[config.mk]
export PLATFORM = sky130hd
export DESIGN_NAME = decode_queue_flat
export DESIGN_NICKNAME = d
export VERILOG_FILES = /design/src/rtl/decode_queue_pkg.sv /design/src/rtl/decode_queue_if.sv /design/src/rtl/decode_queue_fifo.sv /design/src/rtl/decode_queue.sv /design/src/flat_wrapper.sv
export SDC_FILE = /design/constraint.sdc
export NUM_CORES = 1
export LEC_CHECK = 0
export BUFFER_PORTS_ARGS = -buffer_cell sky130_fd_sc_hd__buf_2
export CORE_MARGIN = 2
export CORE_UTILIZATION = 52
export DETAILED_ROUTE_END_ITERATION = 16
export GPL_TIMING_DRIVEN = 0
export MAX_ROUTING_LAYER = met4
export PLACE_DENSITY = 0.76
export SLEW_MARGIN = 20
export SYNTH_ARGS = -nofsm -noshare
export SYNTH_HDL_FRONTEND = slang
export SYNTH_HIERARCHICAL = 1
export SYNTH_SLANG_ARGS = --single-unit
[constraint.sdc]
create_clock -name clk_pi -period 3.1 [get_ports clk_pi]
set_input_delay 0.31 -clock clk_pi [delete_from_list [all_inputs] [get_ports clk_pi]]
set_output_delay 0.31 -clock clk_pi [all_outputs]
set_load 0.05 [all_outputs]
[src/rtl/decode_queue_pkg.sv]
// Decode constants and helpers for the 16-bit processor decode stage.
// Opcode map, control codes, one-hot command layout and the opcode-to-command decoder.
package decoder_pkg;

  localparam logic [3:0] OP_NOP    = 4'h0;
  localparam logic [3:0] OP_ARITH2 = 4'h1;
  localparam logic [3:0] OP_ARITH1 = 4'h2;
  localparam logic [3:0] OP_MOVI   = 4'h3;
  localparam logic [3:0] OP_ADDI   = 4'h4;
  localparam logic [3:0] OP_SUBI   = 4'h5;
  localparam logic [3:0] OP_LOAD   = 4'h6;
  localparam logic [3:0] OP_STORE  = 4'h7;
  localparam logic [3:0] OP_BEQ    = 4'h8;
  localparam logic [3:0] OP_BGE    = 4'h9;
  localparam logic [3:0] OP_BLE    = 4'hA;
  localparam logic [3:0] OP_BC     = 4'hB;
  localparam logic [3:0] OP_JUMP   = 4'hC;
  localparam logic [3:0] OP_CTRL   = 4'hF;

  localparam logic [2:0] ALU_ADD = 3'd0;
  localparam logic [2:0] ALU_SUB = 3'd1;
  localparam logic [2:0] ALU_AND = 3'd2;
  localparam logic [2:0] ALU_OR  = 3'd3;
  localparam logic [2:0] ALU_XOR = 3'd4;
  localparam logic [2:0] ALU_NOT = 3'd5;
  localparam logic [2:0] ALU_SHL = 3'd6;
  localparam logic [2:0] ALU_SHR = 3'd7;

  localparam logic [11:0] CTRL_STC  = 12'h001;
  localparam logic [11:0] CTRL_STB  = 12'h002;
  localparam logic [11:0] CTRL_RST  = 12'hAAA;
  localparam logic [11:0] CTRL_HALT = 12'hFFF;

  localparam int C_ARITH2  = 0;
  localparam int C_ARITH1  = 1;
  localparam int C_MOVI_LO = 2;
  localparam int C_MOVI_HI = 3;
  localparam int C_ADDI    = 4;
  localparam int C_SUBI    = 5;
  localparam int C_LOAD    = 6;
  localparam int C_STORE   = 7;
  localparam int C_BEQ     = 8;
  localparam int C_BGE     = 9;
  localparam int C_BLE     = 10;
  localparam int C_BC      = 11;
  localparam int C_JUMP    = 12;
  localparam int C_STC     = 13;
  localparam int C_STB     = 14;
  localparam int C_HALT    = 15;
  localparam int C_RST     = 16;
  localparam int C_ILLEGAL = 17;
  localparam int CMD_W     = 18;

  typedef logic [CMD_W-1:0] cmd_t;

  // LSB of register field idx (0=dst, 1=src1, 2=src2), fields packed MSB-first below the opcode
  function automatic int field_lsb(input int instr_w, input int reg_w, input int idx);
    return instr_w - 4 - (idx + 1) * reg_w;
  endfunction

  function automatic logic is_branch(input logic [3:0] op);
    return (op == OP_BEQ) || (op == OP_BGE) || (op == OP_BLE) || (op == OP_BC);
  endfunction

  function automatic cmd_t decode_cmd(input logic [3:0] op, input logic [11:0] ctrl,
                                      input logic movi_hi);
    cmd_t c;
    c = '0;
    case (op)
      OP_NOP:    ;
      OP_ARITH2: c[C_ARITH2] = 1'b1;
      OP_ARITH1: c[C_ARITH1] = 1'b1;
      OP_MOVI:   if (movi_hi) c[C_MOVI_HI] = 1'b1; else c[C_MOVI_LO] = 1'b1;
      OP_ADDI:   c[C_ADDI]   = 1'b1;
      OP_SUBI:   c[C_SUBI]   = 1'b1;
      OP_LOAD:   c[C_LOAD]   = 1'b1;
      OP_STORE:  c[C_STORE]  = 1'b1;
      OP_BEQ:    c[C_BEQ]    = 1'b1;
      OP_BGE:    c[C_BGE]    = 1'b1;
      OP_BLE:    c[C_BLE]    = 1'b1;
      OP_BC:     c[C_BC]     = 1'b1;
      OP_JUMP:   c[C_JUMP]   = 1'b1;
      OP_CTRL: begin
        case (ctrl)
          CTRL_STC:  c[C_STC]     = 1'b1;
          CTRL_STB:  c[C_STB]     = 1'b1;
          CTRL_RST:  c[C_RST]     = 1'b1;
          CTRL_HALT: c[C_HALT]    = 1'b1;
          default:   c[C_ILLEGAL] = 1'b1;
        endcase
      end
      default:   c[C_ILLEGAL] = 1'b1;
    endcase
    return c;
  endfunction

endpackage

[src/rtl/decode_queue_if.sv]
// Upstream instruction handshake plus decoded-instruction handshake toward execute.
interface decode_queue_if #(
  parameter int INSTR_W    = 16,
  parameter int REG_W      = 3,
  parameter int FIFO_DEPTH = 4
);
  import decoder_pkg::*;

  logic                             instr_valid_pi;
  logic [INSTR_W-1:0]               instr_pi;
  logic                             instr_ready_po;
  logic                             flush_pi;
  logic                             dec_valid_po;
  logic                             dec_ready_pi;
  logic [CMD_W-1:0]                 cmd_po;
  logic [2:0]                       alu_func_po;
  logic [REG_W-1:0]                 dst_reg_po;
  logic [REG_W-1:0]                 src_reg1_po;
  logic [REG_W-1:0]                 src_reg2_po;
  logic [INSTR_W-5:0]               imm_po;
  logic                             halted_po;
  logic [$clog2(FIFO_DEPTH+1)-1:0]  fifo_count_po;

  modport master (
    output instr_valid_pi, instr_pi, flush_pi, dec_ready_pi,
    input  instr_ready_po, dec_valid_po, cmd_po, alu_func_po, dst_reg_po,
           src_reg1_po, src_reg2_po, imm_po, halted_po, fifo_count_po
  );

  modport slave (
    input  instr_valid_pi, instr_pi, flush_pi, dec_ready_pi,
    output instr_ready_po, dec_valid_po, cmd_po, alu_func_po, dst_reg_po,
           src_reg1_po, src_reg2_po, imm_po, halted_po, fifo_count_po
  );
endinterface

[src/rtl/decode_queue_fifo.sv]
// Raw-instruction queue; power-of-two depth so pointers wrap naturally.
module instr_fifo #(
  parameter int WIDTH = 16,
  parameter int DEPTH = 4
) (
  input  logic                           clk,
  input  logic                           rst,
  input  logic                           push,
  input  logic                           pop,
  input  logic                           flush,
  input  logic [WIDTH-1:0]               din,
  output logic [WIDTH-1:0]               head,
  output logic                           full,
  output logic                           empty,
  output logic [$clog2(DEPTH+1)-1:0]     count
);
  localparam int AW = $clog2(DEPTH);
  localparam int CW = $clog2(DEPTH+1);

  logic [WIDTH-1:0] mem [DEPTH];
  logic [AW-1:0]    wr_ptr, rd_ptr;
  logic             do_push, do_pop;

  assign full    = (count == CW'(DEPTH));
  assign empty   = (count == '0);
  assign do_push = push && !full;
  assign do_pop  = pop && !empty;
  assign head    = mem[rd_ptr];

  always_ff @(posedge clk or posedge rst) begin
    if (rst) begin
      wr_ptr <= '0;
      rd_ptr <= '0;
      count  <= '0;
    end else if (flush) begin
      wr_ptr <= '0;
      rd_ptr <= '0;
      count  <= '0;
    end else begin
      if (do_push) wr_ptr <= wr_ptr + AW'(1);
      if (do_pop)  rd_ptr <= rd_ptr + AW'(1);
      case ({do_push, do_pop})
        2'b10:   count <= count + CW'(1);
        2'b01:   count <= count - CW'(1);
        default: ;
      endcase
    end
  end

  // storage needs no reset: occupancy alone decides what is valid
  always_ff @(posedge clk) begin
    if (do_push && !flush) mem[wr_ptr] <= din;
  end
endmodule

[src/rtl/decode_queue.sv]
// Buffered decode stage: FIFO of raw instructions, decode at the FIFO/bypass mux,
// registered decoded output with its own handshake, flush and sticky halt.
module decode_queue
  import decoder_pkg::*;
#(
  parameter int INSTR_W    = 16,
  parameter int REG_W      = 3,
  parameter int FIFO_DEPTH = 4
) (
  input logic          clk_pi,
  input logic          rst_pi,
  decode_queue_if.slave q
);
  localparam int CW      = $clog2(FIFO_DEPTH+1);
  localparam int DST_LSB = field_lsb(INSTR_W, REG_W, 0);
  localparam int S1_LSB  = field_lsb(INSTR_W, REG_W, 1);
  localparam int S2_LSB  = field_lsb(INSTR_W, REG_W, 2);

  typedef struct packed {
    cmd_t               cmd;
    logic [2:0]         alu_func;
    logic [REG_W-1:0]   dst;
    logic [REG_W-1:0]   src1;
    logic [REG_W-1:0]   src2;
    logic [INSTR_W-5:0] imm;
  } dec_t;

  logic               full, empty;
  logic [CW-1:0]      count;
  logic [INSTR_W-1:0] head, raw;
  logic [3:0]         op;
  logic               accept, consume, out_free, load_ok, halt_taken;
  logic               bypass, push, pop;
  logic               dec_valid, halted;
  dec_t               dec_nxt, dec_q;

  assign q.instr_ready_po = !full && !halted && !rst_pi;
  assign accept     = q.instr_valid_pi && q.instr_ready_po;
  assign consume    = dec_valid && q.dec_ready_pi;
  assign halt_taken = consume && dec_q.cmd[C_HALT];
  assign out_free   = !dec_valid || consume;
  // the edge that retires a halt must not pull in the instruction behind it
  assign load_ok    = out_free && !halted && !halt_taken;
  assign pop        = load_ok && !empty;
  assign bypass     = accept && empty && load_ok;
  assign push       = accept && !bypass;
  assign raw        = empty ? q.instr_pi : head;
  assign op         = raw[INSTR_W-1 -: 4];

  instr_fifo #(.WIDTH(INSTR_W), .DEPTH(FIFO_DEPTH)) u_fifo (
    .clk   (clk_pi),
    .rst   (rst_pi),
    .push  (push),
    .pop   (pop),
    .flush (q.flush_pi),
    .din   (q.instr_pi),
    .head  (head),
    .full  (full),
    .empty (empty),
    .count (count)
  );

  always_comb begin
    dec_nxt          = '0;
    dec_nxt.cmd      = decode_cmd(op, raw[11:0], raw[DST_LSB-1]);
    dec_nxt.alu_func = raw[2:0];
    dec_nxt.dst      = raw[DST_LSB +: REG_W];
    dec_nxt.src1     = raw[S1_LSB +: REG_W];
    dec_nxt.src2     = raw[S2_LSB +: REG_W];
    // branches compare dst against src1, so the sources shift up one field
    if (is_branch(op)) begin
      dec_nxt.src1 = raw[DST_LSB +: REG_W];
      dec_nxt.src2 = raw[S1_LSB +: REG_W];
    end
    dec_nxt.imm      = raw[INSTR_W-5:0];
  end

  always_ff @(posedge clk_pi or posedge rst_pi) begin
    if (rst_pi) begin
      dec_valid <= 1'b0;
      dec_q     <= '0;
      halted    <= 1'b0;
    end else begin
      if (halt_taken && !q.flush_pi) halted <= 1'b1;
      if (q.flush_pi) begin
        dec_valid <= 1'b0;
      end else if (pop || bypass) begin
        dec_valid <= 1'b1;
        dec_q     <= dec_nxt;
      end else if (consume) begin
        dec_valid <= 1'b0;
      end
    end
  end

  assign q.dec_valid_po  = dec_valid;
  assign q.cmd_po        = dec_q.cmd;
  assign q.alu_func_po   = dec_q.alu_func;
  assign q.dst_reg_po    = dec_q.dst;
  assign q.src_reg1_po   = dec_q.src1;
  assign q.src_reg2_po   = dec_q.src2;
  assign q.imm_po        = dec_q.imm;
  assign q.halted_po     = halted;
  assign q.fifo_count_po = count;
endmodule

[src/flat_wrapper.sv]
// flat-port wrapper written by rule: the top's interface ports become plain ports
module decode_queue_flat import decoder_pkg::*;
#(
  parameter int INSTR_W    = 16,
  parameter int REG_W      = 3,
  parameter int FIFO_DEPTH = 4
)
  (clk_pi, rst_pi, q_instr_valid_pi, q_instr_pi, q_flush_pi, q_dec_ready_pi, q_instr_ready_po, q_dec_valid_po, q_cmd_po, q_alu_func_po, q_dst_reg_po, q_src_reg1_po, q_src_reg2_po, q_imm_po, q_halted_po, q_fifo_count_po);
  decode_queue_if #(.INSTR_W(INSTR_W), .REG_W(REG_W), .FIFO_DEPTH(FIFO_DEPTH)) q_i ();
  input logic clk_pi;
  input logic rst_pi;
  input wire logic [$bits(q_i.instr_valid_pi)-1:0] q_instr_valid_pi;
  input wire logic [$bits(q_i.instr_pi)-1:0] q_instr_pi;
  input wire logic [$bits(q_i.flush_pi)-1:0] q_flush_pi;
  input wire logic [$bits(q_i.dec_ready_pi)-1:0] q_dec_ready_pi;
  output wire logic [$bits(q_i.instr_ready_po)-1:0] q_instr_ready_po;
  output wire logic [$bits(q_i.dec_valid_po)-1:0] q_dec_valid_po;
  output wire logic [$bits(q_i.cmd_po)-1:0] q_cmd_po;
  output wire logic [$bits(q_i.alu_func_po)-1:0] q_alu_func_po;
  output wire logic [$bits(q_i.dst_reg_po)-1:0] q_dst_reg_po;
  output wire logic [$bits(q_i.src_reg1_po)-1:0] q_src_reg1_po;
  output wire logic [$bits(q_i.src_reg2_po)-1:0] q_src_reg2_po;
  output wire logic [$bits(q_i.imm_po)-1:0] q_imm_po;
  output wire logic [$bits(q_i.halted_po)-1:0] q_halted_po;
  output wire logic [$bits(q_i.fifo_count_po)-1:0] q_fifo_count_po;
  assign q_i.instr_valid_pi = q_instr_valid_pi;
  assign q_i.instr_pi = q_instr_pi;
  assign q_i.flush_pi = q_flush_pi;
  assign q_i.dec_ready_pi = q_dec_ready_pi;
  assign q_instr_ready_po = q_i.instr_ready_po;
  assign q_dec_valid_po = q_i.dec_valid_po;
  assign q_cmd_po = q_i.cmd_po;
  assign q_alu_func_po = q_i.alu_func_po;
  assign q_dst_reg_po = q_i.dst_reg_po;
  assign q_src_reg1_po = q_i.src_reg1_po;
  assign q_src_reg2_po = q_i.src_reg2_po;
  assign q_imm_po = q_i.imm_po;
  assign q_halted_po = q_i.halted_po;
  assign q_fifo_count_po = q_i.fifo_count_po;
  decode_queue #(.INSTR_W(INSTR_W), .REG_W(REG_W), .FIFO_DEPTH(FIFO_DEPTH)) u_core (.clk_pi(clk_pi), .rst_pi(rst_pi), .q(q_i));
endmodule
Word-level counts from Yosys, hierarchy flattened. Memories as Yosys holds them, arrays and structs flattened. Index checks and enable logic that the tools add are counted.

Memory bits (writable): 64. Logic and storage cells: 108. Output and inout port bits: 48. Bits of input ports: 21. Memories: 1. Flip-flop bits (word level): 51.

Memory list: u_core.u_fifo.mem (words 4, width 16, read ports 1, clocked after Yosys merged registers in 0, write ports 1, RTL line decode_queue_fifo.sv:20) `logic [WIDTH-1:0] mem [DEPTH];`.

Add/subtract/negate cells: 4. Eq/ne operators: 20. Bitwise gates (word level): 1. Reduce and logical (&&, ||, !) cells: 37. Multiplexer cells: 34.

Operator list (number): $eq 12x12->1 const B (2); $eq 4x4->1 const B (6); $mux 1 (23); $eq 4x3->1 const B (4); $mux 16 (1); $logic_and 1x1->1 (15); $reduce_or 13->1 (1); $eq 12x1->1 const B (1); $eq 12x2->1 const B (1); $mux 2 (5); $eq 4x2->1 const B (2); $logic_not 1->1 (8); $mux 6 (1); $pmux 3 s2 (1); $reduce_bool 3->1 (2); $logic_or 1x1->1 (5); $add 2x1->2 const B (2); $eq 4x1->1 const B (1); $logic_not 4->1 (1); $mux 4 (1); $reduce_bool 2->1 (2); $reduce_or 4->1 (1); $add 3x1->3 const B (1); $eq 3x3->1 const B (1); other kinds (8) (8).

Longest topological paths before layout. Gate-level depths: netlist of the first run.

Depth in word-level cells: 13. Gate-level depth with buffers: 14. Depth with buffers taken out: 10.

By module. Netlist of the first run, hierarchy kept.

Modules (own cells, without submodules): instr_fifo (area each 2879.0 sq um, cells an instance 149, times used 1, sequential area each 2097.0 sq um); decode_queue (area each 2183.3 sq um, cells an instance 229, times used 1, sequential area each 950.9 sq um).

Worst setup path after synthesis of the first run. OpenSTA, ideal clock, no wires.

Kind: register to register. Start point: register u_core.u_fifo.count[0]. End point: register u_core.u_fifo.count[1]. Clock period less this slack: 3501 ps. Buffers on the path: 1. Path slack: -401 ps. Required time: 3014 ps. Library setup time: 86 ps. Arrival: 3415 ps. Stages on the path, launching flop included: 12. Path through: dfrtp_1 or2_4 nor2_1 nor3_2 nand2_1 a21oi_1 clkbuf_4 a21oi_1 fa_1 o311ai_0 o21a_1 nor3_1.

Longest elaborated chain between the ends: 13. Elaborated cells on any way between the ends: 21. Those cells by class: add/sub: 2; eq/ne: 3; mux: 2; reduce/logical: 14.

RTL lines: start, declared (RTL line decode_queue_fifo.sv:15) `output logic [$clog2(DEPTH+1)-1:0] count`; start signal, assigned (RTL line decode_queue_fifo.sv:43) `2'b10: count <= count + CW'(1);`; start signal, assigned (RTL line decode_queue_fifo.sv:44) `2'b01: count <= count - CW'(1);`; $eq 3x3->1 (*) (RTL line decode_queue_fifo.sv:24) `assign full = (count == CW'(DEPTH));`; via u_core.full (RTL line decode_queue.sv:28) `logic full, empty;`; $logic_not 1->1 (*) (RTL line decode_queue.sv:37) `assign q.instr_ready_po = !full && !halted && !rst_pi;`; $logic_and 1x1->1 (*) (2 in a row) (RTL line decode_queue.sv:37); via q_instr_ready_po (RTL line flat_wrapper.sv:16) `output wire logic [$bits(q_i.instr_ready_po)-1:0] q_instr_ready_po;`; $logic_and 1x1->1 (*) (RTL line decode_queue.sv:38) `assign accept = q.instr_valid_pi && q.instr_ready_po;`; $logic_and 1x1->1 (2 in a row) (RTL line decode_queue.sv:45) `assign bypass = accept && empty && load_ok;`; $logic_not 1->1 (RTL line decode_queue.sv:46) `assign push = accept && !bypass;`; $logic_and 1x1->1 (*) (RTL line decode_queue.sv:46); via u_core.push (RTL line decode_queue.sv:33) `logic bypass, push, pop;`; $logic_and 1x1->1 (*) (RTL line decode_queue_fifo.sv:26) `assign do_push = push && !full;`; $eq 2x1->1 or $eq 2x2->1 (tied branches) (RTL line decode_queue_fifo.sv:42) `case ({do_push, do_pop})`; $pmux 3 s2 (RTL line decode_queue_fifo.sv:42); $mux 3 (RTL line decode_queue_fifo.sv:35) `end else if (flush) begin`.

Mark *: on every way through the listed nets, which the timed path passes. The rest lies on a longest branch. A chain may end at the register's enable or synchronous reset.

Worst setup path in the final report of the first run.
Start point: register u_core.u_fifo.count[2]. End point: memory u_core.u_fifo.mem[3][9], enable pin.

Elaborated cells on any way between the ends: 14. Those cells by class: eq/ne: 1; mux: 2; reduce/logical: 11.

RTL lines: $logic_not 3->1 (RTL line decode_queue_fifo.sv:25) `assign empty = (count == '0);`; via u_core.empty (RTL line decode_queue.sv:28); $logic_and 1x1->1 (2 in a row) (RTL line decode_queue.sv:45); $logic_not 1->1 (RTL line decode_queue.sv:46); $logic_and 1x1->1 (RTL line decode_queue.sv:46); via u_core.push (RTL line decode_queue.sv:33); $logic_and 1x1->1 (RTL line decode_queue_fifo.sv:26); $logic_and 1x1->1 (RTL line decode_queue_fifo.sv:52) `if (do_push && !flush) mem[wr_ptr] <= din;`; $mux 1 (RTL line decode_queue_fifo.sv:52); $mux 1 (not written as such) (RTL line decode_queue_fifo.sv:52); end, declared (RTL line decode_queue_fifo.sv:20).

The timed path passes the listed nets, and every way through them passes these cells.

==> flow_summary.html, run 1 <==
<table>
<tr><th>Metric</th><th>Value</th></tr>
<tr><th colspan="2">Pwr</th></tr>
<tr><td>Relative contribution of combinational cells to total power</td><td>19.2%</td></tr>
<tr><td>Overall power after layout</td><td>3.070 mW</td></tr>
<tr><td>Share of power burned in the clock network</td><td>27.3%</td></tr>
<tr><td>Flop pwr share</td><td>53.5%</td></tr>
<tr><td>Power density over the cells</td><td>528.4 mW/mm^2</td></tr>
<tr><td>Switching power summed over all nets</td><td>1.004 mW</td></tr>
<tr><td>Static Leak</td><td>2.364 nW</td></tr>
<tr><td>Fraction of power spent switching nets</td><td>32.69%</td></tr>
<tr><td>Largest vdd supply drop</td><td>228.3 uV</td></tr>
<tr><td>Internal Pwr Total</td><td>2.066 mW</td></tr>
<tr><th colspan="2">Logic synthesis</th></tr>
<tr><td>Post-synth cell types</td><td>58</td></tr>
<tr><td>Number of instances in the synthesized netlist</td><td>378</td></tr>
<tr><td>Simple-gate portion of the synthesized area</td><td>10.06%</td></tr>
<tr><td>Post-synthesis xor/xnor area fraction</td><td>1.038%</td></tr>
<tr><td>Average cell area after synthesis</td><td>13.39 um^2</td></tr>
<tr><td>Async set or reset register ratio after synthesis</td><td>41.28%</td></tr>
<tr><td>Yosys synthesis warning count</td><td>6</td></tr>
<tr><td>Most common flop cell mapped by yosys</td><td>sky130_fd_sc_hd__edfxtp_1</td></tr>
<tr><td>Post-synthesis net count</td><td>404</td></tr>
<tr><td>Synth top area share</td><td>37.96%</td></tr>
<tr><td>Area of the mapped netlist</td><td>0.005062 mm^2</td></tr>
<tr><td>Dominant combinational cell family by area after synthesis</td><td>multiplexers</td></tr>
<tr><td>Largest area contributor in the synthesized netlist</td><td>sky130_fd_sc_hd__edfxtp_1</td></tr>
<tr><td>Cells taking the most area after synthesis</td><td>sky130_fd_sc_hd__edfxtp_1, sky130_fd_sc_hd__dfrtp_1, sky130_fd_sc_hd__mux4_2</td></tr>
<tr><td>Number of synthesized flops with an enable pin</td><td>64</td></tr>
<tr><td>Compound-Gate Fraction of Synth Area</td><td>10.85%</td></tr>
<tr><td>Mux contribution to synthesized area</td><td>12.16%</td></tr>
<tr><td>Seq/Total Area, Yosys</td><td>60.21%</td></tr>
<tr><td>Fraction of the mapped netlist area in adder cells</td><td>1.384%</td></tr>
<tr><td>Synth Register Bits</td><td>109</td></tr>
<tr><th colspan="2">Floorplanning</th></tr>
<tr><td>Floorplan die width</td><td>102.7 um</td></tr>
<tr><td>Number of I/O pins</td><td>69</td></tr>
<tr><td>Floorplan core area</td><td>0.009594 mm^2</td></tr>
<tr><td>Initial standard-cell utilization of the core</td><td>52.76%</td></tr>
<tr><td>Cell row count</td><td>36</td></tr>
<tr><td>Die extent in y</td><td>102.7 um</td></tr>
<tr><td>Die outline area</td><td>0.01054 mm^2</td></tr>
<tr><th colspan="2">Place</th></tr>
<tr><td>Placed cell count</td><td>579</td></tr>
<tr><td>IO buf count</td><td>68</td></tr>
<tr><td>Placed standard-cell area</td><td>0.005587 mm^2</td></tr>
<tr><td>Half-perimeter wire length of the detailed placement result</td><td>7947 um</td></tr>
<tr><td>Global placement routability congestion</td><td>0.9335</td></tr>
<tr><td>Post-place setup slack</td><td>-155.9 ps</td></tr>
<tr><th colspan="2">Run status</th></tr>
<tr><td>Run status</td><td>complete, no violations</td></tr>
<tr><th colspan="2">Worst setup path</th></tr>
<tr><td>Critical path data arrival time</td><td>2920 ps</td></tr>
<tr><td>CP Class</td><td>flop to flop</td></tr>
<tr><td>Dominant cell type by count on the critical path</td><td>sky130_fd_sc_hd__buf_4</td></tr>
<tr><td>Slowest-stage cell, CP</td><td>sky130_fd_sc_hd__and2_1</td></tr>
<tr><td>Number of cells on the critical path</td><td>10</td></tr>
<tr><td>R2R Path End</td><td>u_core/u_fifo/mem[3][9]</td></tr>
<tr><td>FF-to-FF setup slack</td><td>200 ps</td></tr>
<tr><td>Critical path's largest stage delay</td><td>690 ps</td></tr>
<tr><td>Capturing element of the worst setup path</td><td>u_core/u_fifo/mem[3][9]</td></tr>
<tr><td>Number of cells traversed by the worst register-to-register path</td><td>10</td></tr>
<tr><td>CP bufs+invs</td><td>5</td></tr>
<tr><td>Cell type group with the largest total delay on the critical path</td><td>buffers and inverters</td></tr>
<tr><td>Top fanout value on the critical path</td><td>19</td></tr>
<tr><td>Endpoint class of the critical path</td><td>flop</td></tr>
<tr><td>Critical register-to-register path startpoint</td><td>u_core/u_fifo/count[2]</td></tr>
<tr><td>Cells along the critical path</td><td>buf_4 -&gt; nor3_2 -&gt; buf_4 -&gt; buf_4 -&gt; buf_12 -&gt; a21oi_1 -&gt; clkbuf_4 -&gt; o21ai_4 -&gt; nor2_1 -&gt; and2_1</td></tr>
<tr><td>Critical path startpoint</td><td>u_core/u_fifo/count[2]</td></tr>
<tr><td>Required arrival time at the worst endpoint</td><td>3110 ps</td></tr>
<tr><td>Critical Path Source Type</td><td>flop</td></tr>
<tr><th colspan="2">Global route</th></tr>
<tr><td>Largest net degree at the start of global routing</td><td>39</td></tr>
<tr><td>Via count of the first global-routing pass</td><td>3300</td></tr>
<tr><td>Total track usage</td><td>22.77%</td></tr>
<tr><td>Total gr overflow</td><td>0</td></tr>
<tr><td>Antenna violations before repair</td><td>0</td></tr>
<tr><td>First-pass GRT wire length</td><td>17270 um</td></tr>
<tr><th colspan="2">Job</th></tr>
<tr><td>Number of max-capacitance violations reported</td><td>0</td></tr>
<tr><th colspan="2">Clock network</th></tr>
<tr><td>Number of buffers on the longest clock path</td><td>2</td></tr>
<tr><td>Post-CTS setup buffer count</td><td>0</td></tr>
<tr><td>Clock-pin slew on the worst setup and hold paths</td><td>110 ps</td></tr>
<tr><td>Number of H-tree levels</td><td>3</td></tr>
<tr><td>Clk sinks</td><td>109</td></tr>
<tr><td>CTS tree</td><td>yes</td></tr>
<tr><td>CTS Root Cell</td><td>sky130_fd_sc_hd__clkbuf_8</td></tr>
<tr><td>Clk Latency, worst-skew pair</td><td>380 ps</td></tr>
<tr><td>Total CTS buffers</td><td>9</td></tr>
<tr><th colspan="2">Finish</th></tr>
<tr><td>Fin nets</td><td>483</td></tr>
<tr><td>Utilization after layout</td><td>60.55%</td></tr>
<tr><td>Ant. Diodes</td><td>0</td></tr>
<tr><td>Leading cell types in the layout, fill and taps excluded</td><td>sky130_fd_sc_hd__buf_2, sky130_fd_sc_hd__edfxtp_1, sky130_fd_sc_hd__dfrtp_1</td></tr>
<tr><td>Most common cell after layout, fill and taps aside</td><td>sky130_fd_sc_hd__buf_2</td></tr>
<tr><td>Non-Filler Instances</td><td>595</td></tr>
<tr><td>Area growth from synthesis to layout</td><td>14.76%</td></tr>
<tr><td>Summed area of non-filler cells in the final layout</td><td>0.005809 mm^2</td></tr>
<tr><td>Ratio of cells with drive above 1 in the final layout</td><td>30.30%</td></tr>
<tr><th colspan="2">Timing</th></tr>
<tr><td>Number of hold-slack violations in the final timing report</td><td>0</td></tr>
<tr><td>Final Hold Slack</td><td>160.0 ps</td></tr>
<tr><td>Worst rel slew slack</td><td>46.12%</td></tr>
<tr><td>Unrepaired setup endpoints after global routing</td><td>false</td></tr>
<tr><td>Final period util</td><td>93.67%</td></tr>
<tr><td>Minimum clock period</td><td>2904 ps</td></tr>
<tr><td>Worst Max-Slew Pin Slew</td><td>808.2 ps</td></tr>
<tr><td>Final setup viols</td><td>0</td></tr>
<tr><td>Slack of the critical path</td><td>196.4 ps</td></tr>
<tr><td>Fin. max-slew vios</td><td>0</td></tr>
<tr><td>Clk_skew</td><td>6.535 ps</td></tr>
<tr><td>Maximum clock frequency</td><td>0.3444 GHz</td></tr>
<tr><td>Total Negative Setup Slacks</td><td>0 ps</td></tr>
<tr><th colspan="2">Worst hold path</th></tr>
<tr><td>Worst min-delay path category</td><td>input pin to flop</td></tr>
<tr><th colspan="2">Route</th></tr>
<tr><td>Initial detailed-routing violation count</td><td>180</td></tr>
<tr><td>Via density per instance</td><td>5.830</td></tr>
<tr><td>WL per Instance</td><td>18.52 um</td></tr>
<tr><td>DRC violation count after routing</td><td>0</td></tr>
<tr><td>WL final</td><td>11020 um</td></tr>
<tr><td>Number of iterations in the first detailed-routing pass</td><td>5</td></tr>
<tr><td>Via count</td><td>3469</td></tr>
<tr><td>Remaining antenna violation count</td><td>0</td></tr>
</table>
cell type report:
class,count,area [um^2]
fill,774,3785
sequential,109,3052
multi-input combinational,229,1815
timing repair buffer,69,350.3
buffer,26,183.9
tap,133,166.4
clock buffer,9,123.9
clock inverter,7,68.82
inverter,13,48.80
routing by layer:
| layer | vias up | GRT usage [%] | share of wire, % |
|---|---|---|---|
| met2 | 146 | 36.15 | 49 |
| met5 | - | - | 0 |
| met1 | 1724 | 29.41 | 43 |
| met4 | 0 | 9.026 | 2.1 |
| met3 | 22 | 3.932 | 5.9 |
| li1 | 1577 | - | - |
kinds of logic after synthesis:
group | after synthesis
AND/OR/NAND/NOR | 102
buffers and inverters | 40
XOR/XNOR | 6
adder cells (fa/ha/maj) | 5
multiplexers | 36
AO/OA/AOI/OAI | 80
flip-flops | 109
what timing repair did:
action | CTS | global route
endpoints found under the hold margin | 7 | 0
resized for setup | 2 | 7
setup endpoints to repair | 65 | 65
hold buffers | 1 | 0
sequential cells by signal, indices dropped and copies added (netlist names):
name / flops
u_core/q.src_reg2_po: 3
u_core/u_fifo/rd_ptr: 2
u_core/q.src_reg1_po: 3
u_core/q.cmd_po: 18
u_core/q.alu_func_po: 2
u_core/q.dst_reg_po: 3
u_core/u_fifo/mem: 64
u_core/u_fifo/wr_ptr: 2
u_core/q.dec_valid_po: 1
u_core/q.halted_po: 1
u_core/q.imm_po: 7
u_core/u_fifo/count: 3
worst min-delay path by stage:
stage | start | endpoint | cells past startpoint
floorplan | rst_pi | u_core/u_fifo/rd_ptr[0] | 1
global placement | rst_pi | u_core/u_fifo/rd_ptr[1] | 2
detailed placement | rst_pi | u_core/u_fifo/rd_ptr[1] | 2
CTS | q_dec_ready_pi | u_core/q.dec_valid_po | 2
global route | q_dec_ready_pi | u_core/q.dec_valid_po | 2
finish | q_dec_ready_pi | u_core/q.dec_valid_po | 2
synth_stat cells, drive strengths merged, types with 2 or more instances:
cell type	count
or4	2
xnor2	3
clkbuf	6
nand2	36
nor3b	3
ha	4
nand3	5
inv	13
nand2b	10
a22o	3
nor2b	3
o32ai	3
or3	2
buf	21
a31oi	4
edfxtp	64
o22ai	2
a21o	3
nand3b	2
o21a	2
o21ai	28
xor2	3
dfrtp	45
o32a	2
a21oi	11
nor4	2
o31ai	11
and3	3
mux2	4
mux4	20
nor2	22
and2	4
mux2i	12
nor3	4
power groups by stage:
| stage | clock network [mW] | registers [mW] | logic, mW |
|---|---|---|---|
| global placement | 0 | 1.67 | 0.583 |
| CTS | 0.861 | 1.64 | 0.593 |
| detailed placement | 0 | 1.67 | 0.592 |
| finish | 0.837 | 1.64 | 0.590 |
| floorplan | 0 | 1.91 | 0.199 |
| global route | 0.909 | 1.65 | 0.631 |
(Power assumes the default switching activity.)
==> run 2: changes to the inputs <==
--- a/config.mk
+++ b/config.mk
@@ -7,11 +7,10 @@
 export LEC_CHECK = 0
 export BUFFER_PORTS_ARGS = -buffer_cell sky130_fd_sc_hd__buf_2
 export CORE_MARGIN = 2
-export CORE_UTILIZATION = 52
+export CORE_UTILIZATION = 25
 export DETAILED_ROUTE_END_ITERATION = 16
 export GPL_TIMING_DRIVEN = 0
 export MAX_ROUTING_LAYER = met4
-export PLACE_DENSITY = 0.76
 export SLEW_MARGIN = 20
 export SYNTH_ARGS = -nofsm -noshare
 export SYNTH_HDL_FRONTEND = slang
==> constraint.sdc (replaced) <==
create_clock -name clk_pi -period 3.37 [get_ports clk_pi]
set_input_delay 0.337 -clock clk_pi [delete_from_list [all_inputs] [get_ports clk_pi]]
set_output_delay 0.337 -clock clk_pi [all_outputs]
set_load 0.05 [all_outputs]
==> flow_summary.html, run 2 (synthesis gave the netlist of run 1 again) <==
<table>
<tr><th>Metric</th><th>Value</th></tr>
<tr><th colspan="2">Clock network</th></tr>
<tr><td>Clock-pin slew on the worst setup and hold paths</td><td>70 ps (-40 ps)</td></tr>
<tr><td>Clk sinks</td><td>109 (unchanged)</td></tr>
<tr><td>Clk Latency, worst-skew pair</td><td>340 ps (-40 ps)</td></tr>
<tr><td>CTS tree</td><td>yes</td></tr>
<tr><td>CTS Root Cell</td><td>sky130_fd_sc_hd__clkbuf_16</td></tr>
<tr><td>Number of buffers on the longest clock path</td><td>2 (unchanged)</td></tr>
<tr><td>Number of H-tree levels</td><td>3 (unchanged)</td></tr>
<tr><td>Post-CTS setup buffer count</td><td>0 (unchanged)</td></tr>
<tr><td>Total CTS buffers</td><td>9 (unchanged)</td></tr>
<tr><th colspan="2">Floorplanning</th></tr>
<tr><td>Die outline area</td><td>0.02140 mm^2 (+100%)</td></tr>
<tr><td>Number of I/O pins</td><td>69 (unchanged)</td></tr>
<tr><td>Cell row count</td><td>52 (+44%)</td></tr>
<tr><td>Floorplan core area</td><td>0.02004 mm^2 (+110%)</td></tr>
<tr><td>Floorplan die width</td><td>146.3 um (+43%)</td></tr>
<tr><td>Initial standard-cell utilization of the core</td><td>25.26% (-28 points)</td></tr>
<tr><td>Die extent in y</td><td>146.3 um (+43%)</td></tr>
<tr><th colspan="2">Worst setup path</th></tr>
<tr><td>Cells along the critical path</td><td>buf_4 -&gt; nor3_1 -&gt; clkbuf_4 -&gt; buf_6 -&gt; nor2_1 -&gt; buf_2 -&gt; o21ai_1 -&gt; a21oi_1 -&gt; fa_1 -&gt; o311ai_0 -&gt; o21a_1 -&gt; nor3_1</td></tr>
<tr><td>Critical Path Source Type</td><td>flop</td></tr>
<tr><td>Cell type group with the largest total delay on the critical path</td><td>buffers and inverters</td></tr>
<tr><td>FF-to-FF setup slack</td><td>420 ps (+220 ps)</td></tr>
<tr><td>Required arrival time at the worst endpoint</td><td>3630 ps (+520 ps)</td></tr>
<tr><td>Top fanout value on the critical path</td><td>28 (+9)</td></tr>
<tr><td>Critical path data arrival time</td><td>3210 ps (+290 ps)</td></tr>
<tr><td>CP bufs+invs</td><td>4 (-1)</td></tr>
<tr><td>Slowest-stage cell, CP</td><td>sky130_fd_sc_hd__fa_1</td></tr>
<tr><td>Critical register-to-register path startpoint</td><td>u_core/u_fifo/count[2]</td></tr>
<tr><td>Critical path's largest stage delay</td><td>570 ps (-120 ps)</td></tr>
<tr><td>Endpoint class of the critical path</td><td>flop</td></tr>
<tr><td>R2R Path End</td><td>u_core/u_fifo/count[1]</td></tr>
<tr><td>CP Class</td><td>flop to flop</td></tr>
<tr><td>Number of cells traversed by the worst register-to-register path</td><td>12 (+2)</td></tr>
<tr><td>Dominant cell type by count on the critical path</td><td>sky130_fd_sc_hd__nor3_1</td></tr>
<tr><th colspan="2">Global route</th></tr>
<tr><td>Total track usage</td><td>12.11% (-11 points)</td></tr>
<tr><td>Antenna violations before repair</td><td>3 (+3)</td></tr>
<tr><td>First-pass GRT wire length</td><td>19400 um (+12%)</td></tr>
<tr><td>Via count of the first global-routing pass</td><td>3500 (+6.1%)</td></tr>
<tr><td>Total gr overflow</td><td>0 (unchanged)</td></tr>
<tr><td>Largest net degree at the start of global routing</td><td>37 (-5.1%)</td></tr>
<tr><th colspan="2">Finish</th></tr>
<tr><td>Multi-input gate area</td><td>0.001803 mm^2 (-0.69%)</td></tr>
<tr><td>Non-Filler Instances</td><td>735 (+24%)</td></tr>
<tr><td>Number of filler cells placed in the layout</td><td>2043 (+160%)</td></tr>
<tr><td>Leading cell types in the layout, fill and taps excluded</td><td>sky130_fd_sc_hd__buf_2, sky130_fd_sc_hd__edfxtp_1, sky130_fd_sc_hd__dfrtp_1</td></tr>
<tr><td>Area taken by flip-flops and latches</td><td>0.003049 mm^2 (about the same)</td></tr>
<tr><td>Flip-flop count of the largest register, all copies and words added</td><td>64 (unchanged)</td></tr>
<tr><td>Fin nets</td><td>483 (unchanged)</td></tr>
<tr><td>Utilization after layout</td><td>30.36% (-30 points)</td></tr>
<tr><td>Most flop-heavy register</td><td>u_core/u_fifo/mem</td></tr>
<tr><td>Area growth from synthesis to layout</td><td>20.19%</td></tr>
<tr><td>Most common cell after layout, fill and taps aside</td><td>sky130_fd_sc_hd__buf_2</td></tr>
<tr><td>Ratio of cells with drive above 1 in the final layout</td><td>28.35% (-1.9 points)</td></tr>
<tr><th colspan="2">Timing</th></tr>
<tr><td>Clk_skew</td><td>7.788 ps (+1.253 ps)</td></tr>
<tr><td>Final setup viols</td><td>0 (unchanged)</td></tr>
<tr><td>Final period util</td><td>87.54% (-6.1 points)</td></tr>
<tr><td>Number of hold-slack violations in the final timing report</td><td>0 (unchanged)</td></tr>
<tr><td>Total Negative Setup Slacks</td><td>0 ps (unchanged)</td></tr>
<tr><td>Worst rel slew slack</td><td>39.84% (-6.3 points)</td></tr>
<tr><td>Final Hold Slack</td><td>216.0 ps (+55.96 ps)</td></tr>
<tr><td>Worst Max-Slew Pin Slew</td><td>902.4 ps (+94.19 ps)</td></tr>
<tr><td>Fin. max-slew vios</td><td>0 (unchanged)</td></tr>
<tr><td>Minimum clock period</td><td>2950 ps (+46.61 ps)</td></tr>
<tr><td>Maximum clock frequency</td><td>0.3390 GHz (-1.6%)</td></tr>
<tr><td>Unrepaired setup endpoints after global routing</td><td>false</td></tr>
<tr><th colspan="2">Run status</th></tr>
<tr><td>Run status</td><td>complete, no violations</td></tr>
<tr><th colspan="2">Route</th></tr>
<tr><td>Via density per instance</td><td>4.642 (-20%)</td></tr>
<tr><td>Remaining antenna violation count</td><td>0 (unchanged)</td></tr>
<tr><td>WL per Instance</td><td>16.54 um (-11%)</td></tr>
<tr><td>Via count</td><td>3412 (-1.6%)</td></tr>
<tr><td>Number of iterations in the first detailed-routing pass</td><td>5 (unchanged)</td></tr>
<tr><td>WL final</td><td>12160 um (+10%)</td></tr>
<tr><td>DRC violation count after routing</td><td>0 (unchanged)</td></tr>
<tr><td>Initial detailed-routing violation count</td><td>344 (+91%)</td></tr>
<tr><th colspan="2">Place</th></tr>
<tr><td>Global placement routability congestion</td><td>0.9182 (-1.6%)</td></tr>
<tr><td>Half-perimeter wire length of the detailed placement result</td><td>9000 um (+13%)</td></tr>
<tr><td>IO buf count</td><td>68 (unchanged)</td></tr>
<tr><td>Placed cell count</td><td>717 (+24%)</td></tr>
<tr><th colspan="2">Worst hold path</th></tr>
<tr><td>Worst hold start</td><td>q_dec_ready_pi</td></tr>
<tr><td>Worst min-delay path category</td><td>input pin to flop</td></tr>
<tr><td>Hold-critical path depth</td><td>2 (unchanged)</td></tr>
<tr><td>Sink of the worst hold path</td><td>u_core/q.dec_valid_po</td></tr>
<tr><th colspan="2">Pwr</th></tr>
<tr><td>Static Leak</td><td>2.411 nW (+2.0%)</td></tr>
<tr><td>Largest vdd supply drop</td><td>201.3 uV (-12%)</td></tr>
<tr><td>Power density over the cells</td><td>510.9 mW/mm^2 (-3.3%)</td></tr>
<tr><th colspan="2">Job</th></tr>
<tr><td>Number of max-capacitance violations reported</td><td>0 (unchanged)</td></tr>
</table>
==> run 2: cell count changes in the layout (fill, tap and decap cells not counted), sizes merged <==
| cell | change |
|---|---|
| clkinv | +1 |
| bufinv | +1 |
| clkbuf | +2 |
| inv | -3 |
| diode | +3 |
| buf | -1 |
==> run 2: worst max-delay path by stage <==
stage / slack (ps) / end / start / cells past startpoint
2_1_floorplan: 40 / u_core/u_fifo/count[1] / u_core/u_fifo/count[2] / 14
3_3_place_gp: -110 / u_core/u_fifo/count[1] / u_core/u_fifo/count[0] / 13
3_5_place_dp: -180 / u_core/u_fifo/count[1] / u_core/u_fifo/count[0] / 13
4_1_cts: 10 / u_core/u_fifo/count[1] / u_core/u_fifo/count[2] / 14
5_1_grt: 140 / u_core/u_fifo/count[1] / u_core/u_fifo/count[2] / 12
6_report: 420 / u_core/u_fifo/count[1] / u_core/u_fifo/count[2] / 12
==> run 2: final cells by class <==
cell class,instances,share of cell area (%)
flip-flops and latches,109,50.11
multi-input cells,229,29.63
repair buffers,70,6.087
well taps,270,5.552
clock buffers,10,3.763
plain buffers,25,2.756
clock inverters,6,1.172
inverters,13,0.8020
diodes,3,0.1234
==> run 2: power breakdown <==
| part | switching, mW | internal, mW |
|---|---|---|
| Clock | 0.464 | 0.584 |
| Combinational | 0.413 | 0.135 |
| Sequential | 0.0359 | 1.48 |
| Total | 0.913 | 2.20 |
==> run 2: per-stage QoR <==
stage	instance area, um^2	total power [mW]	worst slack [ps]
final	6085	3.109	419.8
after global routing	6085	3.240	139.4
after floorplan	5069	1.939	37.48
after global placement	5747	2.081	-107.6
after detailed placement	5767	2.095	-181.3
after CTS	6083	3.158	12.30
==> run 2: repair_timing <==
item	4_1_cts	5_1_grt
setup endpoints to repair	65	65
hold buffers	1	0
resized for setup	3	2
hold endpoints to repair	9	0
==> run 2: metal layers <==
| metal | share of wire [%] | vias to the layer above | global-route usage, % |
|---|---|---|---|
| met1 | 42 | 1664 | 14.73 |
| met4 | 2.0 | 0 | 4.223 |
| li1 | - | 1585 | - |
| met5 | 0 | - | - |
| met2 | 49 | 141 | 19.65 |
| met3 | 7.6 | 22 | 3.094 |
==> run 3: changes to the inputs <==
--- a/config.mk
+++ b/config.mk
@@ -8,6 +8,7 @@
 export BUFFER_PORTS_ARGS = -buffer_cell sky130_fd_sc_hd__buf_2
 export CORE_MARGIN = 2
 export CORE_UTILIZATION = 25
+export CTS_BUF_LIST = sky130_fd_sc_hd__clkbuf_2
 export DETAILED_ROUTE_END_ITERATION = 16
 export GPL_TIMING_DRIVEN = 0
 export MAX_ROUTING_LAYER = met4
==> flow_summary.html, run 3 (synthesis gave the netlist of run 1 again) <==
<table>
<tr><th>Metric</th><th>Value</th></tr>
<tr><th colspan="2">Timing</th></tr>
<tr><td>Worst Max-Slew Pin Slew</td><td>891.3 ps (-11.01 ps)</td></tr>
<tr><td>Worst rel slew slack</td><td>40.58% (+0.73 points)</td></tr>
<tr><td>Number of hold-slack violations in the final timing report</td><td>0 (unchanged)</td></tr>
<tr><td>Unrepaired setup endpoints after global routing</td><td>false</td></tr>
<tr><td>Minimum clock period</td><td>3014 ps (+63.37 ps)</td></tr>
<tr><td>Total Negative Setup Slacks</td><td>0 ps (unchanged)</td></tr>
<tr><td>Clk_skew</td><td>33.00 ps (+25.21 ps)</td></tr>
<tr><td>Final period util</td><td>89.42% (+1.9 points)</td></tr>
<tr><td>Slack of the critical path</td><td>356.4 ps (-63.37 ps)</td></tr>
<tr><td>Final Hold Slack</td><td>64.17 ps (-151.8 ps)</td></tr>
<tr><td>Maximum clock frequency</td><td>0.3318 GHz (-2.1%)</td></tr>
<tr><td>Final setup viols</td><td>0 (unchanged)</td></tr>
<tr><td>Fin. max-slew vios</td><td>0 (unchanged)</td></tr>
<tr><th colspan="2">Floorplanning</th></tr>
<tr><td>Die extent in y</td><td>146.3 um (unchanged)</td></tr>
<tr><td>Number of I/O pins</td><td>69 (unchanged)</td></tr>
<tr><td>Die outline area</td><td>0.02140 mm^2 (unchanged)</td></tr>
<tr><td>Floorplan core area</td><td>0.02004 mm^2 (unchanged)</td></tr>
<tr><td>Floorplan die width</td><td>146.3 um (unchanged)</td></tr>
<tr><td>Cell row count</td><td>52 (unchanged)</td></tr>
<tr><td>Initial standard-cell utilization of the core</td><td>25.26% (unchanged)</td></tr>
<tr><th colspan="2">Worst setup path</th></tr>
<tr><td>Required arrival time at the worst endpoint</td><td>3880 ps (+250 ps)</td></tr>
<tr><td>Top fanout value on the critical path</td><td>10 (-64%)</td></tr>
<tr><td>FF-to-FF setup slack</td><td>360 ps (-60 ps)</td></tr>
<tr><td>Critical Path Source Type</td><td>flop</td></tr>
<tr><td>Critical path data arrival time</td><td>3530 ps (+320 ps)</td></tr>
<tr><td>Endpoint class of the critical path</td><td>flop</td></tr>
<tr><td>CP Class</td><td>flop to flop</td></tr>
<tr><th colspan="2">Route</th></tr>
<tr><td>Via density per instance</td><td>4.595 (-1.0%)</td></tr>
<tr><td>Number of iterations in the first detailed-routing pass</td><td>5 (unchanged)</td></tr>
<tr><td>WL per Instance</td><td>16.29 um (-1.5%)</td></tr>
<tr><td>Via count</td><td>3446 (+1.0%)</td></tr>
<tr><td>Initial detailed-routing violation count</td><td>327 (-4.9%)</td></tr>
<tr><td>Remaining antenna violation count</td><td>0 (unchanged)</td></tr>
<tr><td>DRC violation count after routing</td><td>0 (unchanged)</td></tr>
<tr><td>WL final</td><td>12220 um (+0.54%)</td></tr>
<tr><th colspan="2">Clock network</th></tr>
<tr><td>Clk sinks</td><td>109 (unchanged)</td></tr>
<tr><td>CTS tree</td><td>yes</td></tr>
<tr><td>Number of buffers on the longest clock path</td><td>2 (unchanged)</td></tr>
<tr><td>CTS Root Cell</td><td>sky130_fd_sc_hd__clkbuf_2</td></tr>
<tr><td>Clk Latency, worst-skew pair</td><td>590 ps (+250 ps)</td></tr>
<tr><td>Total CTS buffers</td><td>9 (unchanged)</td></tr>
<tr><td>Clock-pin slew on the worst setup and hold paths</td><td>280 ps (+210 ps)</td></tr>
<tr><td>Number of H-tree levels</td><td>3 (unchanged)</td></tr>
<tr><th colspan="2">Finish</th></tr>
<tr><td>Flip-flop count of the largest register, all copies and words added</td><td>64 (unchanged)</td></tr>
<tr><td>Summed area of non-filler cells in the final layout</td><td>0.006048 mm^2 (-0.60%)</td></tr>
<tr><td>Area taken by flip-flops and latches</td><td>0.003049 mm^2 (unchanged)</td></tr>
<tr><td>Most flop-heavy register</td><td>u_core/u_fifo/mem</td></tr>
<tr><td>Leading cell types in the layout, fill and taps excluded</td><td>sky130_fd_sc_hd__buf_2, sky130_fd_sc_hd__edfxtp_1, sky130_fd_sc_hd__dfrtp_1</td></tr>
<tr><td>Number of filler cells placed in the layout</td><td>2055 (+0.59%)</td></tr>
<tr><td>Ratio of cells with drive above 1 in the final layout</td><td>28.30% (-0.053 points)</td></tr>
<tr><td>Fin nets</td><td>498 (+3.1%)</td></tr>
<tr><td>Most common cell after layout, fill and taps aside</td><td>sky130_fd_sc_hd__buf_2</td></tr>
<tr><td>Multi-input gate area</td><td>0.001803 mm^2 (unchanged)</td></tr>
<tr><td>Area growth from synthesis to layout</td><td>19.48%</td></tr>
<tr><th colspan="2">Global route</th></tr>
<tr><td>Largest net degree at the start of global routing</td><td>37 (unchanged)</td></tr>
<tr><td>Via count of the first global-routing pass</td><td>3543 (+1.2%)</td></tr>
<tr><td>Total gr overflow</td><td>0 (unchanged)</td></tr>
<tr><td>Antenna violations before repair</td><td>3 (unchanged)</td></tr>
<tr><td>Total track usage</td><td>12.04% (-0.070 points)</td></tr>
<tr><td>First-pass GRT wire length</td><td>19460 um (+0.32%)</td></tr>
<tr><th colspan="2">Pwr</th></tr>
<tr><td>Power density over the cells</td><td>444.7 mW/mm^2 (-13%)</td></tr>
<tr><td>Largest vdd supply drop</td><td>161.5 uV (-20%)</td></tr>
<tr><td>Static Leak</td><td>2.409 nW (about the same)</td></tr>
<tr><th colspan="2">Place</th></tr>
<tr><td>Half-perimeter wire length of the detailed placement result</td><td>9000 um (unchanged)</td></tr>
<tr><td>Global placement routability congestion</td><td>0.9182 (unchanged)</td></tr>
<tr><td>Placed standard-cell area</td><td>0.005767 mm^2 (unchanged)</td></tr>
<tr><td>IO buf count</td><td>68 (unchanged)</td></tr>
<tr><td>Post-place setup slack</td><td>-181.3 ps (unchanged)</td></tr>
<tr><th colspan="2">Run status</th></tr>
<tr><td>Run status</td><td>complete, no violations</td></tr>
<tr><th colspan="2">Worst hold path</th></tr>
<tr><td>Worst min-delay path category</td><td>input pin to flop</td></tr>
<tr><th colspan="2">Job</th></tr>
<tr><td>Number of max-capacitance violations reported</td><td>0 (unchanged)</td></tr>
</table>
==> run 3: changes by cell type in the layout (fill, tap and decap cells not counted), sizes merged <==
| cell | before | now |
|---|---|---|
| buf | 87 | 90 |
| dlygate4sd3 | 1 | 13 |
==> run 3: area by class of cell <==
class | instances | share of cell area, %
antenna | 3 | 0.1241
clock buffer | 10 | 0.8275
buffer | 25 | 2.772
inverter | 13 | 0.8068
multi-input combinational | 229 | 29.81
tap | 270 | 5.585
sequential | 109 | 50.41
timing repair buffer | 85 | 8.482
clock inverter | 6 | 1.179
==> run 3: routing by layer <==
metal  part of all wire [%]  GRT usage, %
met1                     43         14.77
met3                    6.9         3.000
met2                     48         19.29
met4                    1.6         4.515
met5                      0             -
==> run 3: where the power goes <==
group	total [mW]	switching, mW	internal, mW
registers	1.51	0.0359	1.48
clock network	0.617	0.433	0.184
logic	0.559	0.415	0.144
total	2.69	0.884	1.81
==> run 3: worst paths after layout <==
path	from	end	cells after the start
setup reg to reg	u_core/u_fifo/count[0]	u_core/q.dec_valid_po	10
min in group asynchronous	rst_pi	u_core/q.halted_po	3
max in group asynchronous	rst_pi	u_core/q.imm_po[5]	4
hold / removal	q_instr_pi[10]	u_core/u_fifo/mem[0][10]	1
hold reg to reg	u_core/q.src_reg2_po[2]	u_core/q.src_reg2_po[2]	2
setup / recovery	u_core/u_fifo/count[0]	u_core/q.dec_valid_po	10
==> run 3: metrics by stage <==
stage	power (mW)	util [%]	instances
2_1_floorplan	1.939	-	378
3_3_place_gp	2.081	28.68	716
3_5_place_dp	2.095	28.78	717
4_1_cts	2.726	30.04	745
5_1_grt	2.803	30.18	750
6_report	2.690	30.18	750
==> run 3: repair_timing <==
action / in CTS / in global routing
setup endpoints to repair: 65 / 1
hold endpoints to repair: 82 / 0
hold buffers: 13 / 0
setup buffers: 0 / 3
resized for setup: 3 / 2
==> run 3: critical path: stages, from the launching register on <==
cell and delay (ps):
sky130_fd_sc_hd__dfrtp_2 490, sky130_fd_sc_hd__buf_4 160, sky130_fd_sc_hd__or2_4 260, sky130_fd_sc_hd__nor2_1 210, sky130_fd_sc_hd__nor3_4 70, sky130_fd_sc_hd__nand2_1 90, sky130_fd_sc_hd__a211o_1 250, sky130_fd_sc_hd__buf_4 220
sky130_fd_sc_hd__clkbuf_1 430, sky130_fd_sc_hd__o21ai_0 170, sky130_fd_sc_hd__dlygate4sd3_1 580
